### config.mk
export PLATFORM = sky130hd
export DESIGN_NAME = vga_frame_sched
export DESIGN_NICKNAME = d
export VERILOG_FILES = /design/src/rtl/vga_sched_pkg.sv /design/src/rtl/vga_axis_counter.sv /design/src/rtl/vga_frame_sched.sv
export SDC_FILE = /design/constraint.sdc
export NUM_CORES = 1
export LEC_CHECK = 0
export ABC_CLOCK_PERIOD_IN_PS = 2550
export BUFFER_PORTS_ARGS = -buffer_cell sky130_fd_sc_hd__buf_2
export CELL_PAD_IN_SITES_DETAIL_PLACEMENT = 1
export CELL_PAD_IN_SITES_GLOBAL_PLACEMENT = 2
export CORE_MARGIN = 10
export CORE_UTILIZATION = 32
export CTS_CLUSTER_DIAMETER = 40
export DETAILED_ROUTE_END_ITERATION = 12
export PLACE_DENSITY = 0.88
export SLEW_MARGIN = 20
export SYNTH_ARGS = -nofsm -noshare
export SYNTH_HDL_FRONTEND = slang
export SYNTH_SLANG_ARGS = --single-unit
export TNS_END_PERCENT = 1
### constraint.sdc
create_clock -name VGA_CLK -period 2.55 [get_ports VGA_CLK]
set_input_delay 0.1275 -clock VGA_CLK [delete_from_list [all_inputs] [get_ports VGA_CLK]]
set_output_delay 0.1275 -clock VGA_CLK [all_outputs]
set_load 0.05 [all_outputs]
### src/rtl/vga_sched_pkg.sv
// vga_sched_pkg: 1024x768@60 timing defaults, phase enum and BCD word type
package vga_sched_pkg;
  localparam int H_ACTIVE = 1024;
  localparam int H_FP = 24;
  localparam int H_SYNC = 136;
  localparam int H_BP = 160;
  localparam int H_TOTAL = H_ACTIVE + H_FP + H_SYNC + H_BP;
  localparam int V_ACTIVE = 768;
  localparam int V_FP = 3;
  localparam int V_SYNC = 6;
  localparam int V_BP = 29;
  localparam int V_TOTAL = V_ACTIVE + V_FP + V_SYNC + V_BP;
  localparam int CW = 11;
  typedef enum logic [1:0] {PH_ACTIVE, PH_FP, PH_SYNC, PH_BP} phase_e;
  typedef logic [23:0] bcd_t;
endpackage

### src/rtl/vga_axis_counter.sv
// vga_axis_counter: one scan axis, counter plus ACTIVE/FP/SYNC/BP phase FSM
module vga_axis_counter
  import vga_sched_pkg::*;
#(
  parameter int ACTIVE = H_ACTIVE,
  parameter int FP = H_FP,
  parameter int SYNC = H_SYNC,
  parameter int BP = H_BP
) (
  input  logic          clk,
  input  logic          rst,
  input  logic          clr_i,
  input  logic          adv_i,
  output logic [CW-1:0] cnt_o,
  output phase_e        phase_o,
  output logic          wrap_o
);
  localparam logic [CW-1:0] LAST = CW'(ACTIVE + FP + SYNC + BP - 1);
  localparam logic [CW-1:0] B_FP = CW'(ACTIVE);
  localparam logic [CW-1:0] B_SYNC = CW'(ACTIVE + FP);
  localparam logic [CW-1:0] B_BP = CW'(ACTIVE + FP + SYNC);
  logic [CW-1:0] cnt_q, cnt_d;
  phase_e ph_q, ph_d;
  assign wrap_o = adv_i && cnt_q == LAST;
  assign cnt_o = cnt_q;
  assign phase_o = ph_q;
  // next count and the phase that count falls into
  always_comb begin
    cnt_d = cnt_q;
    ph_d = ph_q;
    if (clr_i) begin
      cnt_d = '0;
      ph_d = PH_ACTIVE;
    end else if (adv_i) begin
      cnt_d = (cnt_q == LAST) ? '0 : cnt_q + 1'b1;
      ph_d = cnt_d == B_FP ? PH_FP : cnt_d == B_SYNC ? PH_SYNC :
             cnt_d == B_BP ? PH_BP : cnt_d == '0 ? PH_ACTIVE : ph_q;
    end
  end
  // counter and phase state
  always_ff @(posedge clk) begin
    if (rst) begin
      cnt_q <= '0;
      ph_q <= PH_ACTIVE;
    end else begin
      cnt_q <= cnt_d;
      ph_q <= ph_d;
    end
  end
endmodule

### src/rtl/vga_frame_sched.sv
// vga_frame_sched: VGA timing, sync/enable outputs and tear-free BCD commit; VGA_SCHED_FRAME_CNT_EN adds FRAME_CNT
module vga_frame_sched
  import vga_sched_pkg::*;
#(
  parameter int HACT = H_ACTIVE,
  parameter int HFP = H_FP,
  parameter int HSYNC = H_SYNC,
  parameter int HBP = H_BP,
  parameter int VACT = V_ACTIVE,
  parameter int VFP = V_FP,
  parameter int VSYNC = V_SYNC,
  parameter int VBP = V_BP
) (
  input  logic        VGA_CLK,
  input  logic        RST_N,
  input  logic        EN,
  input  bcd_t        NUM_IN,
  input  logic        NUM_VLD,
  output logic        NUM_RDY,
  output logic        VGA_HS,
  output logic        VGA_VS,
  output logic        VGA_IF_RGBEN,
  output logic        FRAME_START,
  output bcd_t        NUMBER_BCD,
  output logic [15:0] FRAME_CNT
);
  logic [CW-1:0] hcnt, vcnt;
  phase_e hph, vph;
  logic hwrap, vwrap;
  logic hs_q, vs_q, rgb_q, fs_q, org_q, rdy_q;
  bcd_t shd_q, bcd_q;
  logic commit, xfer;
  vga_axis_counter #(.ACTIVE(HACT), .FP(HFP), .SYNC(HSYNC), .BP(HBP)) u_h (
    .clk(VGA_CLK), .rst(RST_N), .clr_i(!EN), .adv_i(EN),
    .cnt_o(hcnt), .phase_o(hph), .wrap_o(hwrap)
  );
  vga_axis_counter #(.ACTIVE(VACT), .FP(VFP), .SYNC(VSYNC), .BP(VBP)) u_v (
    .clk(VGA_CLK), .rst(RST_N), .clr_i(!EN), .adv_i(hwrap),
    .cnt_o(vcnt), .phase_o(vph), .wrap_o(vwrap)
  );
  assign commit = EN && !rdy_q && hcnt == '0 && vcnt == CW'(VACT);
  assign xfer = NUM_VLD && rdy_q;
  // registered video outputs; org_q marks that the counters sit at 0,0
  always_ff @(posedge VGA_CLK) begin
    if (RST_N) begin
      hs_q <= 1'b1;
      vs_q <= 1'b1;
      rgb_q <= 1'b0;
      fs_q <= 1'b0;
      org_q <= 1'b1;
    end else begin
      hs_q <= !(EN && hph == PH_SYNC);
      vs_q <= !(EN && vph == PH_SYNC);
      rgb_q <= EN && hph == PH_ACTIVE && vph == PH_ACTIVE;
      fs_q <= EN && org_q;
      org_q <= !EN || vwrap;
    end
  end
  // single-entry shadow, committed at the first blanking line
  always_ff @(posedge VGA_CLK) begin
    if (RST_N) begin
      rdy_q <= 1'b1;
      shd_q <= '0;
      bcd_q <= '0;
    end else begin
      if (xfer) shd_q <= NUM_IN;
      if (commit) bcd_q <= shd_q;
      rdy_q <= commit ? 1'b1 : xfer ? 1'b0 : rdy_q;
    end
  end
`ifdef VGA_SCHED_FRAME_CNT_EN
  logic [15:0] fc_q;
  // frame counter steps once per FRAME_START pulse
  always_ff @(posedge VGA_CLK) begin
    if (RST_N) fc_q <= '0;
    else fc_q <= fc_q + 16'(fs_q);
  end
  assign FRAME_CNT = fc_q;
`else
  assign FRAME_CNT = '0;
`endif
  assign NUM_RDY = rdy_q;
  assign VGA_HS = hs_q;
  assign VGA_VS = vs_q;
  assign VGA_IF_RGBEN = rgb_q;
  assign FRAME_START = fs_q;
  assign NUMBER_BCD = bcd_q;
endmodule

==> results of run 1 <==
-- sequential cells by signal, summed over array words and instances, names as in the netlist --
signal / flops
FRAME_START: 1
u_v.phase_o: 2
NUM_RDY: 1
shd_q: 24
org_q: 1
u_h.cnt_o: 11
NUMBER_BCD: 24
u_v.cnt_o: 11
VGA_VS: 1
VGA_IF_RGBEN: 1
VGA_HS: 1
u_h.phase_o: 2
-- where the power goes --
group          leakage (nW)  internal [mW]  switching, mW  total, mW
Combinational         0.989         0.0417          0.133      0.174
Sequential            0.650           1.28         0.0146       1.29
Clock                 0.135          0.687          0.534       1.22
Total                  1.77           2.00          0.681       2.69
-- synthesized netlist by cell type, drive strengths merged (7+ instances only) --
master,instances,area share
xnor2,11,0.024
o211ai,7,0.014
nor2,30,0.028
xor2,7,0.015
dfxtp,80,0.40
o21ai,9,0.011
nor4b,7,0.015
inv,9,0.0084
nand4,8,0.012
buf,35,0.055
nand3,12,0.016
nor3,13,0.019
nand2,131,0.12
clkbuf,24,0.022
a21oi,63,0.078
-- kinds of logic after synthesis --
kind of cell | synth area share
buf+inv | 0.0854
mux | 0.00528
xor+xnor | 0.0391
flops | 0.397
compound gates | 0.167
other cells | 0.000930
fa+ha+maj | 0.0155
simple gates | 0.290
-- worst min-delay path, delay by kind of cell --
kind,cells,cell delay (ps)
compound gates,1,50
buf+inv,1,90
simple gates,1,50
-- final cells by class --
class                      count  area [um^2]
fill                        1517         7480
multi-input combinational    391         2140
sequential                    80         1600
timing repair buffer          74          415
clock buffer                  10          239
tap                          168          210
clock inverter                 6         42.5
inverter                       9         33.8
-- repair_timing --
action                                 in CTS  in global routing
hold buffers                                0                  0
resized for setup                           0                  1
setup endpoints to repair                   0                  2
endpoints found under the hold margin       0                  0
-- placed cells by master (no fill, tap or decap), drive strengths merged, types with 3 or more instances in the layout --
cell       n
nand2b     4
nor2      30
nand4      8
and3       5
clkinv     3
nand3     12
or4        5
a31oi      4
nand4b     4
nand3b     3
xor2       7
buf       74
a211oi     3
o211ai     7
ha         5
inv       10
a21oi     63
and2       5
nor3      13
or3        5
nand2    131
conb      16
o21ai      9
nor4b      7
clkbuf    10
dfxtp     80
xnor2     11
o2111ai    3
-- worst paths after layout --
check	endpoint	slack (ps)	start	cells after the start
worst max-delay path	u_v.phase_o[0]	220	u_v.cnt_o[2]	6
worst min-delay path	shd_q[9]	20	NUM_IN[9]	3
worst max register to register	u_v.phase_o[0]	220	u_v.cnt_o[2]	6
worst min register to register	VGA_HS	410	u_h.phase_o[1]	1
-- layer usage --
metal	share of wire	vias to the layer above
met5	0	-
met4	0.023	0
met3	0.036	25
met2	0.48	67
met1	0.46	1790
li1	-	1847
-- stage by stage --
step / setup WS [ps] / utilization / hold slack, ps
floorplan: 388 / - / 263
detailed placement: 175 / 0.362 / 377
global placement: 317 / 0.362 / 368
finish: 217 / 0.385 / 16.0
CTS: 153 / 0.385 / 0.267
global route: 17.1 / 0.385 / 14.4
==> flow_summary.toml, run 1 <==
[timing]
setup_viol = 0
hold_viol = 0
fin_crit_ps = 2330
fin_worst_skew_ps = 7.24
timing.final.crit_share = 0.915
fin_setup_tns_ps = 0
worstMarginPinSlew_ps = 901
max_clock_freq_mhz = 429
rsz0062_at_grt = "no"
final-max-slew-violation-count = 0
maxSlewHeadroom = 0.398

[logic_synthesis]
synth_cell_types = 58
synth_warnings = 0
synth_cells = 524
synthesis.area_um2 = 4030
synth_area_per_cell_um2 = 7.69
ys_ff_latch = 80
synthArstFlopShare = 0
ys_seq_area_frac = 0.397
synth_ff_type = "dfxtp_1"
synth-edff-count = 0

[drt]
drc = 0
wl_per_cell_um = 16.3
viasPerCell = 5.05
drtIter0Drc = 228
drtAntennaViolNets = 0
vias = 3729
dr.pass1.iters = 4
routed_wl_mm = 12.1

[clocking]
clock_tree.root_cell = "clkbuf_16"
cts_setup_buffers = 0
cts_buffer_depth = 2
cts_tree = "yes"
path_clk_slew_ps = 60
insertion_delay_ps = 350
cts_made_buffers = 9
clock-sinks = 80
cts_max_level = 3

[floorplan]
ios = 73
core_um2 = 12200
die-width_um = 132
start_util = 0.331
die_height_um = 132
rows = 40
die-area_um2 = 17500

[critical_path]
path_class = "reg -> reg"
crit_chain = "nand4_1 > nor4b_1 > nand4bb_1 > o311ai_4 > o2111ai_1 > o211ai_2"
crit_family = "simple AND/OR/NAND/NOR gates"
cp_num_buf_inv = 0
crit_path_max_incr_delay_ps = 620
required_ps = 2780
critPathMaxFanout = 13
arrival_ps = 2560
critPathCaptureType = "flop"
crit_slowest_cell = "dfxtp_1"
startpoint_type = "flop"

[job]
maxCapViolCount = 0

[global_routing]
grtUsageMet2 = 0.230
grt_pass1_vias = 3834
busiest_layer = "met2"
grt_usage = 0.138
grt_pass1_wl_mm = 19.7
grt-ovfl-total = 0
grt.met1_usage = 0.160
grt_max_degree = 50
antenna_found_initial = 0
met3_usage = 0.0385

[final_layout]
area_growth_pct = 16.2
fin_area_um2 = 4680
finalNetCount = 598
n_antenna_cell = 0
drive_above_1_share = 0.181
stdcell_count = 738

[place]
place.gp.congestion = 0.889
dp_hpwl_mm = 8.90
dpl_cell_area_um2 = 4400
dp_cells = 722
port_buffers = 56

[worst_hold_path]
worst_hold_path_type = "in -> reg"

[pwr]
power_density_nw_per_um2 = 573
p_leak_nw = 1.77
vdd_drop_max_mv = 0.301
finalPower_mw = 2.69

[status]
status = "complete, no violations"
(Power assumes the default switching activity.)
==> run 2, diff against run 1 <==
--- a/config.mk
+++ b/config.mk
@@ -13,7 +13,9 @@
 export CORE_UTILIZATION = 32
 export CTS_CLUSTER_DIAMETER = 40
 export DETAILED_ROUTE_END_ITERATION = 12
+export GPL_ROUTABILITY_DRIVEN = 0
 export PLACE_DENSITY = 0.88
+export REMOVE_ABC_BUFFERS = 1
 export SLEW_MARGIN = 20
 export SYNTH_ARGS = -nofsm -noshare
 export SYNTH_HDL_FRONTEND = slang
==> run 2 against run 1 <==
Net effect:
- largest cell class unchanged
- routed wire length is 0.49% higher
- setup slack worse by 25 ps
- critical path type unchanged
- die area stayed put
- clock power is 3% higher
==> flow_summary.toml, run 2 (synthesis gave the netlist of run 1 again) <==
[critical_path]
path_class = "reg -> reg"
startpoint = "u_h.cnt_o[0]"
worstRegToRegCells = 7
startpoint_type = "flop"
path_depth = 7
cp_num_buf_inv = 0
r2r_end = "u_h.phase_o[1]"
crit_chain = "ha_1 > and2_1 > o2111ai_1 > nor4b_1 > nor2_1 > or3_1 > a31oi_1"
r2r-start = "u_h.cnt_o[0]"
critPathMaxFanout = 8
r2r_slack_ps = 190
crit_slowest_cell = "nor4b_1"
critPathCaptureType = "flop"
required_ps = 2800
crit_path_max_incr_delay_ps = 470
cp-endpoint = "u_h.phase_o[1]"
arrival_ps = 2610
crit_family = "simple AND/OR/NAND/NOR gates"

[final_layout]
fin_area_um2 = 4690
drive_above_1_share = 0.178
n_antenna_cell = 0
fin_util = 0.386
stdcell_count = 737
finalNetCount = 598
layout_commonest_cell = "nand2_1"
final_cell_mix = "nand2_1 (131), dfxtp_1 (79), a21oi_1 (63)"
area_growth_pct = 16.4

[place]
dp_cells = 722
port_buffers = 56
dp_hpwl_mm = 8.83
dpl_cell_area_um2 = 4400

[floorplan]
die-area_um2 = 17500
rows = 40
core_um2 = 12200
ios = 73
die-width_um = 132
start_util = 0.331
die_height_um = 132

[timing]
rsz0062_at_grt = "no"
fin_setup_tns_ps = 0
max_clock_freq_mhz = 424
fin_worst_skew_ps = 4.63
hold_viol = 0
maxSlewHeadroom = 0.371
fin_crit_ps = 2360
timing.final.crit_share = 0.925
setup_viol = 0
final-max-slew-violation-count = 0
worstMarginPinSlew_ps = 942

[pwr]
p_leak_nw = 1.77
power_density_nw_per_um2 = 582
vdd_drop_max_mv = 0.321
finalPower_mw = 2.73

[clocking]
insertion_delay_ps = 340
path_clk_slew_ps = 60
clock-sinks = 80
cts_buffer_depth = 2
cts-hold-fix-buffers = 0
cts_max_level = 3
clock_tree.root_cell = "clkbuf_16"
cts_tree = "yes"
cts_made_buffers = 9

[drt]
drtAntennaViolNets = 0
drtIter0Drc = 249
routed_wl_mm = 12.1
drc = 0
vias = 3719
wl_per_cell_um = 16.4
dr.pass1.iters = 5
viasPerCell = 5.05

[status]
status = "complete, no violations"

[job]
maxCapViolCount = 0

[global_routing]
grt_pass1_wl_mm = 20.4
grt-ovfl-total = 0
grt_pass1_vias = 4009
grt_usage = 0.139
antenna_found_initial = 0
grt_max_degree = 50

[worst_hold_path]
worst_hold_path_type = "in -> reg"
run 2: changes by cell type in the layout (fill, tap and decap cells not counted):
cell       before  now
inv_6           1    0
bufinv_16       0    1
clkbuf_8        1    0
clkbuf_1        0    1
clkinv_2        2    1
run 2: worst min path at each step:
stage,cells past startpoint,end,slack [ps],start
after detailed placement,3,shd_q[1],380,NUM_IN[1]
after global routing,3,shd_q[0],30,NUM_IN[0]
after floorplan,1,NUMBER_BCD[0],200,RST_N
after global placement,3,shd_q[2],370,NUM_IN[2]
final,3,shd_q[2],20,NUM_IN[2]
after CTS,3,shd_q[1],10,NUM_IN[1]
run 2: through the flow:
step	hold WS (ps)	setup WS [ps]
6_report	23.6	192
5_1_grt	26.8	23.9
4_1_cts	11.8	141
2_1_floorplan	197	219
3_3_place_gp	372	267
3_5_place_dp	377	158
run 2: final cells by class:
| cell class | instances | area [um^2] |
|---|---|---|
| Inverter | 9 | 33.8 |
| Clock inverter | 5 | 58.8 |
| Clock buffer | 10 | 229 |
| Timing Repair Buffer | 74 | 415 |
| Sequential cell | 80 | 1600 |
| Tap cell | 168 | 210 |
| Multi-Input combinational cell | 391 | 2140 |
| Fill cell | 1514 | 7470 |
run 2: metal layers:
layer	up-vias	part of all wire	routed length [um]	track usage
met5	-	0	0	0
li1	1835	-	-	-
met4	0	0.016	193	0.0513
met3	18	0.043	525	0.0339
met2	100	0.47	5730	0.230
met1	1766	0.47	5660	0.172
run 2: power breakdown:
part	switching, mW	leakage (nW)	internal [mW]
Clock	0.510	0.135	0.752
Combinational	0.134	0.989	0.0415
Sequential	0.0145	0.650	1.28
Total	0.659	1.77	2.07
run 2: worst min-delay path, cell delays in order:
cell,delay (ps)
buf_2,100
nand2_1,40
a21oi_1,50
run 2: repair_timing:
item                       in CTS  in global routing
buffers inserted                0                  0
gates resized for setup         0                  1
hold endpoints to repair        0                  0
setup endpoints to repair       0                  1
